===== src/rtl/mips_pkg.sv =====
// Shared definitions for the multi-cycle MIPS-subset core: opcodes, ALU ops,
// FSM states and instruction field helpers.
package mips_pkg;

  localparam logic [5:0] OP_RTYPE = 6'h00;
  localparam logic [5:0] OP_ADDI  = 6'h08;
  localparam logic [5:0] OP_LW    = 6'h23;
  localparam logic [5:0] OP_SW    = 6'h2B;
  localparam logic [5:0] OP_BEQ   = 6'h04;
  localparam logic [5:0] OP_J     = 6'h02;

  localparam logic [5:0] FN_ADD = 6'h20;
  localparam logic [5:0] FN_SUB = 6'h22;
  localparam logic [5:0] FN_AND = 6'h24;
  localparam logic [5:0] FN_OR  = 6'h25;
  localparam logic [5:0] FN_SLT = 6'h2A;

  typedef enum logic [3:0] {
    ALU_ADD = 4'd0,
    ALU_SUB = 4'd1,
    ALU_AND = 4'd2,
    ALU_OR  = 4'd3,
    ALU_SLT = 4'd4
  } aluOp_t;

  typedef enum logic [3:0] {
    S_FETCH, S_DECODE, S_EXEC_R, S_EXEC_I, S_WB_R, S_WB_I, S_MEMADR,
    S_MEMRD, S_MEMWR, S_WB_MEM, S_BRANCH, S_JUMP, S_HALT
  } state_t;

  function automatic logic [5:0] opOf(input logic [31:0] instr);
    return instr[31:26];
  endfunction

  function automatic logic [4:0] rsOf(input logic [31:0] instr);
    return instr[25:21];
  endfunction

  function automatic logic [4:0] rtOf(input logic [31:0] instr);
    return instr[20:16];
  endfunction

  function automatic logic [4:0] rdOf(input logic [31:0] instr);
    return instr[15:11];
  endfunction

  function automatic logic [5:0] functOf(input logic [31:0] instr);
    return instr[5:0];
  endfunction

  function automatic logic [31:0] immOf(input logic [31:0] instr);
    return {{16{instr[15]}}, instr[15:0]};
  endfunction

  function automatic logic legalFunct(input logic [5:0] fn);
    return (fn == FN_ADD) || (fn == FN_SUB) || (fn == FN_AND) ||
           (fn == FN_OR)  || (fn == FN_SLT);
  endfunction

  function automatic aluOp_t functToAluOp(input logic [5:0] fn);
    case (fn)
      FN_SUB:  return ALU_SUB;
      FN_AND:  return ALU_AND;
      FN_OR:   return ALU_OR;
      FN_SLT:  return ALU_SLT;
      default: return ALU_ADD;
    endcase
  endfunction

endpackage


===== src/rtl/mips_multicycle_alu.sv =====
// Shared combinational ALU: add/sub/and/or/signed slt plus zero flag.
module mips_alu_mc
  import mips_pkg::*;
(
  input  logic [31:0] a,
  input  logic [31:0] b,
  input  aluOp_t      op,
  output logic [31:0] y,
  output logic        zero
);

  always_comb begin
    y = '0;
    case (op)
      ALU_ADD: y = a + b;
      ALU_SUB: y = a - b;
      ALU_AND: y = a & b;
      ALU_OR:  y = a | b;
      ALU_SLT: y = {31'd0, ($signed(a) < $signed(b))};
      default: y = a + b;
    endcase
  end

  assign zero = (y == '0);

endmodule


===== src/rtl/mips_multicycle.sv =====
// Multi-cycle MIPS-subset core: one shared ALU, one req/ready memory port,
// FSM-sequenced datapath with inline 32x32 register file.
module mips_multicycle
  import mips_pkg::*;
#(
  parameter logic [31:0] RESET_PC     = 32'h0000_0000,
  parameter int unsigned ADDR_W       = 32,
  parameter bit          HALT_ILLEGAL = 1'b1
) (
  input  logic              clk,
  input  logic              rst,
  output logic              mem_req,
  output logic              mem_we,
  output logic [ADDR_W-1:0] mem_addr,
  output logic [31:0]       mem_wdata,
  input  logic [31:0]       mem_rdata,
  input  logic              mem_ready,
  output logic              halt,
  output logic [31:0]       pc_dbg
);

  state_t      state, nextState;
  logic [31:0] pc, curPc, ir, regA, regB, aluOut, mdr;
  logic [31:0] pcNext, aluOutNext, memAddrNext;
  logic [31:0] gpr [32];
  logic [31:0] rsVal, rtVal, immExt;
  logic [31:0] aluA, aluB, aluY;
  aluOp_t      aluOp;
  logic        aluZero;
  logic        memDone, nextIsMem;
  logic        regWe;
  logic [4:0]  regWaddr;
  logic [31:0] regWdata;

  assign memDone = mem_req & mem_ready;
  assign immExt  = immOf(ir);
  assign rsVal   = (rsOf(ir) == 5'd0) ? '0 : gpr[rsOf(ir)];
  assign rtVal   = (rtOf(ir) == 5'd0) ? '0 : gpr[rtOf(ir)];

  mips_alu_mc u_alu (
    .a    (aluA),
    .b    (aluB),
    .op   (aluOp),
    .y    (aluY),
    .zero (aluZero)
  );

  always_comb begin
    aluA  = pc;
    aluB  = 32'd4;
    aluOp = ALU_ADD;
    case (state)
      S_DECODE: aluB = {immExt[29:0], 2'b00};
      S_EXEC_R: begin
        aluA  = regA;
        aluB  = regB;
        aluOp = functToAluOp(functOf(ir));
      end
      S_EXEC_I, S_MEMADR: begin
        aluA = regA;
        aluB = immExt;
      end
      S_BRANCH: begin
        aluA  = regA;
        aluB  = regB;
        aluOp = ALU_SUB;
      end
      default: ;
    endcase
  end

  always_comb begin
    nextState  = state;
    pcNext     = pc;
    aluOutNext = aluOut;
    regWe      = 1'b0;
    regWaddr   = '0;
    regWdata   = '0;
    case (state)
      S_FETCH: begin
        if (memDone) begin
          pcNext    = aluY;
          nextState = S_DECODE;
        end
      end
      S_DECODE: begin
        aluOutNext = aluY;
        case (opOf(ir))
          OP_RTYPE: nextState = legalFunct(functOf(ir)) ? S_EXEC_R
                              : (HALT_ILLEGAL ? S_HALT : S_FETCH);
          OP_ADDI:         nextState = S_EXEC_I;
          OP_LW, OP_SW:    nextState = S_MEMADR;
          OP_BEQ:          nextState = S_BRANCH;
          OP_J:            nextState = S_JUMP;
          default:         nextState = HALT_ILLEGAL ? S_HALT : S_FETCH;
        endcase
      end
      S_EXEC_R: begin
        aluOutNext = aluY;
        nextState  = S_WB_R;
      end
      S_EXEC_I: begin
        aluOutNext = aluY;
        nextState  = S_WB_I;
      end
      S_WB_R: begin
        regWe     = 1'b1;
        regWaddr  = rdOf(ir);
        regWdata  = aluOut;
        nextState = S_FETCH;
      end
      S_WB_I: begin
        regWe     = 1'b1;
        regWaddr  = rtOf(ir);
        regWdata  = aluOut;
        nextState = S_FETCH;
      end
      S_MEMADR: begin
        aluOutNext = aluY;
        nextState  = (opOf(ir) == OP_LW) ? S_MEMRD : S_MEMWR;
      end
      S_MEMRD:  if (memDone) nextState = S_WB_MEM;
      S_MEMWR:  if (memDone) nextState = S_FETCH;
      S_WB_MEM: begin
        regWe     = 1'b1;
        regWaddr  = rtOf(ir);
        regWdata  = mdr;
        nextState = S_FETCH;
      end
      S_BRANCH: begin
        if (aluZero) pcNext = aluOut;
        nextState = S_FETCH;
      end
      S_JUMP: begin
        pcNext    = {pc[31:28], ir[25:0], 2'b00};
        nextState = S_FETCH;
      end
      S_HALT:  nextState = S_HALT;
      default: nextState = S_FETCH;
    endcase
  end

  // Request registers are loaded from the state being entered, so a memory
  // state starts with its request already on the bus (zero-wait CPI) and
  // the held pc/aluOut keep address and data stable while ready is low.
  assign nextIsMem   = (nextState == S_FETCH) || (nextState == S_MEMRD) ||
                       (nextState == S_MEMWR);
  assign memAddrNext = ((nextState == S_FETCH) ? pcNext : aluOutNext) & ~32'd3;

  always_ff @(posedge clk) begin
    if (rst) begin
      state     <= S_FETCH;
      pc        <= RESET_PC;
      curPc     <= RESET_PC;
      ir        <= '0;
      regA      <= '0;
      regB      <= '0;
      aluOut    <= '0;
      mdr       <= '0;
      mem_req   <= 1'b0;
      mem_we    <= 1'b0;
      mem_addr  <= '0;
      mem_wdata <= '0;
    end else begin
      state  <= nextState;
      pc     <= pcNext;
      aluOut <= aluOutNext;
      if (state == S_FETCH && memDone) begin
        ir    <= mem_rdata;
        curPc <= pc;
      end
      if (state == S_DECODE) begin
        regA <= rsVal;
        regB <= rtVal;
      end
      if (state == S_MEMRD && memDone) mdr <= mem_rdata;
      mem_req   <= nextIsMem;
      mem_we    <= (nextState == S_MEMWR);
      mem_addr  <= memAddrNext[ADDR_W-1:0];
      mem_wdata <= (nextState == S_MEMWR) ? regB : '0;
    end
  end

  always_ff @(posedge clk) begin
    if (!rst && regWe && regWaddr != 5'd0) gpr[regWaddr] <= regWdata;
  end

  assign halt   = (state == S_HALT);
  assign pc_dbg = (state == S_FETCH) ? pc : curPc;

endmodule


===== config.mk =====
export PLATFORM = sky130hd
export DESIGN_NAME = mips_multicycle
export DESIGN_NICKNAME = d
export VERILOG_FILES = /design/src/rtl/mips_pkg.sv /design/src/rtl/mips_multicycle_alu.sv /design/src/rtl/mips_multicycle.sv
export SDC_FILE = /design/constraint.sdc
export NUM_CORES = 2
export LEC_CHECK = 0
export CAP_MARGIN = 0
export CORE_ASPECT_RATIO = 1.2
export CORE_MARGIN = 5
export CORE_UTILIZATION = 25
export CTS_BUF_LIST = sky130_fd_sc_hd__clkbuf_16
export DETAILED_ROUTE_END_ITERATION = 6
export HOLD_SLACK_MARGIN = 0.15
export PLACE_DENSITY = 0.39
export RECOVER_POWER = 100
export SLEW_MARGIN = 20
export SYNTH_ARGS = -nofsm -noshare
export SYNTH_HDL_FRONTEND = slang
export SYNTH_SLANG_ARGS = --single-unit

===== constraint.sdc =====
create_clock -name clk -period 7.7 [get_ports clk]
set_input_delay 1.155 -clock clk [delete_from_list [all_inputs] [get_ports clk]]
set_output_delay 1.155 -clock clk [all_outputs]
set_load 0.03 [all_outputs]

==> results.md <==
- Status: finished with violations
- Failing checks: capacitance limit, slew limit
- Synthesis-to-layout area growth: 15.6%
- Tmin final: 7.46 ns
- Avg Vias per Cell: 5.18
- Final slew viol count: 1,892
- Iter 0 DRT Violations: 3,639
- Final Cycle Share: 0.969
- Gr ovfl total: 0
- Yosys cell types: between 80 and 90
- Global-route wire length before repair: around 350,000 microns
- Maxcap violations: 70
- Detailed-router iteration count before antenna repair: 6
- Port bufs: 131
- Setup total negative slack: 0 ns
- DP Worst Slack: between 0.6 and 0.7 ns
- CTS Buffer Depth: 4
- TritonCTS buffer count: 150
- Cts hold-fix bufs: 0
- Row cnt: ~200
- Initial Util: 0.251
- CP Max Fanout: 15
- FFs w/ async S/R, synth: 0
- Chip Height: 569 microns
- Startpoint types: flip-flop
- Setup slack after layout: 0.242 ns
- Area leader, netlist: edfxtp_1
- Fin. Hold Viols: 0
- Peak supply drop: 147 uV
- Clock sink count: 1,326
- Worst-case reg-to-reg path depth: 20
- Worst Skew: 0.0440 ns
- Hold Startpoint: curPc[20]
- GRT Resource Usage Total: 0.184
- Leak pwr: 0.0223 uW
- Hold Path Cell Cnt: 2
- Largest net degree at the start of global routing: 104
- Final Power: 17,400 uW
- Routability cong.: 0.958
- Post-synthesis cell count: 4,354
- Launch point of the critical path: state[0]
- Register area share after synthesis: 0.565
- Mapped Area: 65,200 sq um
- Top FF cell, synth: edfxtp_1
- Wirelength per Cell: 31.8 microns
- RR Startpoint: state[0]
- Max Freq: 134 MHz
- Core Region: 260,000 sq um
- Setup-failing EPs final: 0
- Number of enable flip-flop cells after synthesis: 1,024
- Worst slew pin tran: 4.34 ns
- Clk Tree Root Cell: clkbuf_16
- CP arrival: 8.14 ns
- Most common cell after layout, fill and taps aside: edfxtp_1
- IO Pins: around 130
- CTS tree: yes
- Remaining antenna violation count: 0
- Clock slew at reported path FFs: approximately 0.06 ns
- # H-tree levels: 4
- Commonest non-fill, non-tap cells in the layout: edfxtp_1 (1,024), mux4_2 (640), nor2_1 (311)
- PostCTS Resize Cnt: 0
- DR vias: 41,400
- Initial antenna violation count: 12
- Nets@finish: 4,609
- Final core utilization: 0.290
- Die footprint: 271,000 sq um
- Relative slew slack: -1.89
- Detailed Route WL: 255,000 microns
- Crit end category: flip-flop
- Vias in the first global route: 42,300
- Warnings from Yosys: 0
- DPL Wire Length: 162,000 microns
- Critical path class: reg2reg
- DIE WIDTH: between 400 and 500 microns
- Layout cells sized above 1: 0.234
- Worst min-delay path class: reg2reg
- Synth top area cells: edfxtp_1 (47%), mux4_2 (22%), dfxtp_1 (9.3%)
- Yosys top cell area share: 0.472
- Pwr dens: 231 nW/um^2
- Worst Path Required: 8.39 ns
- Clk Latency, worst-skew pair: 0.82 ns
- RSZ-0062 raised after global routing: no
- Post-Syn Area per Cell: 15.0 sq um
- Yosys reg bits: 1,326
- Hold Worst Slack: 0.452 ns
- Post-CTS setup buffers: 0
- Post-route DRC: 0
-- metrics by stage --
stage	cells	area, sq um
5_1_grt	8002	75300
4_1_cts	8001	75900
6_report	8004	75300
3_3_place_gp	7739	71200
3_5_place_dp	7739	71200
2_1_floorplan	4387	65300
-- worst paths after layout --
kind                            slack (ns)     endpoint
worst max register to register        0.24  mem_addr[4]
worst max-delay path                  0.24  mem_addr[4]
worst min register to register        0.45    curPc[20]
worst min-delay path                  0.45    curPc[20]
-- cell usage after synthesis, types with 24 or more instances --
master,number
a211oi_1,40
a21oi_1,298
a22o_1,33
and3_1,51
buf_1,81
clkbuf_1,229
dfxtp_1,302
edfxtp_1,1024
ha_1,96
inv_1,122
mux2_2,66
mux2i_1,104
mux4_2,640
nand2_1,298
nand3_1,34
nor2_1,326
nor3_1,48
o21ai_0,78
o31ai_1,24
-- logic make-up after synthesis --
kind of cell	after synthesis	synth area share
xor+xnor	18	0.00242
simple gates	908	0.0629
buf+inv	461	0.0275
fa+ha+maj	98	0.0190
compound gates	732	0.0748
mux	810	0.249
flops	1326	0.565
other cells	1	0.0000576
-- critical path: stages, from the launching register on --
cell	delay, ns
dfxtp_1	0.53
buf_4	0.25
nor3_1	0.07
buf_4	0.23
nor2_1	0.20
buf_4	0.28
mux2_2	0.40
ha_1	0.51
nor4_1	0.55
o2111ai_1	0.19
a31oi_1	0.68
o21ai_2	0.20
and3_1	0.24
o32ai_1	0.46
nand4b_1	0.24
or4_1	0.64
or4_1	0.68
buf_4	0.26
o31a_1	0.25
o22a_1	0.19
mux2_2	0.27
-- layer usage --
metal,share of wire,wire [microns],global-route usage
met5,0,0,0
met4,0.025,6360,0.0421
met3,0.048,12300,0.0243
met2,0.50,127000,0.317
met1,0.43,109000,0.248
-- final cells by class --
class	count	area [sq um]
Fill cell	26000	184000
Clock buffer	154	3850
Antenna cell	3	7.51
Clock inverter	108	822
Multi-Input combinational cell	2600	26800
Sequential cell	1326	36800
Tap cell	3415	4270
Inverter	123	462
Timing Repair Buffer	275	2290
-- report_power, final --
group          internal, uW  switching (uW)
clock network          4020            3030
logic                   919            1540
registers              7700             198
total                 12600            4780
-- sequential cells by signal, indices dropped and copies added (netlist names), 32 cells and up, named ones only --
register and cells:
mem_wdata 32, regA 32, regB 32, ir 32, mdr 32, gpr 1024, curPc 32
Power figures use the tool's default switching activity.
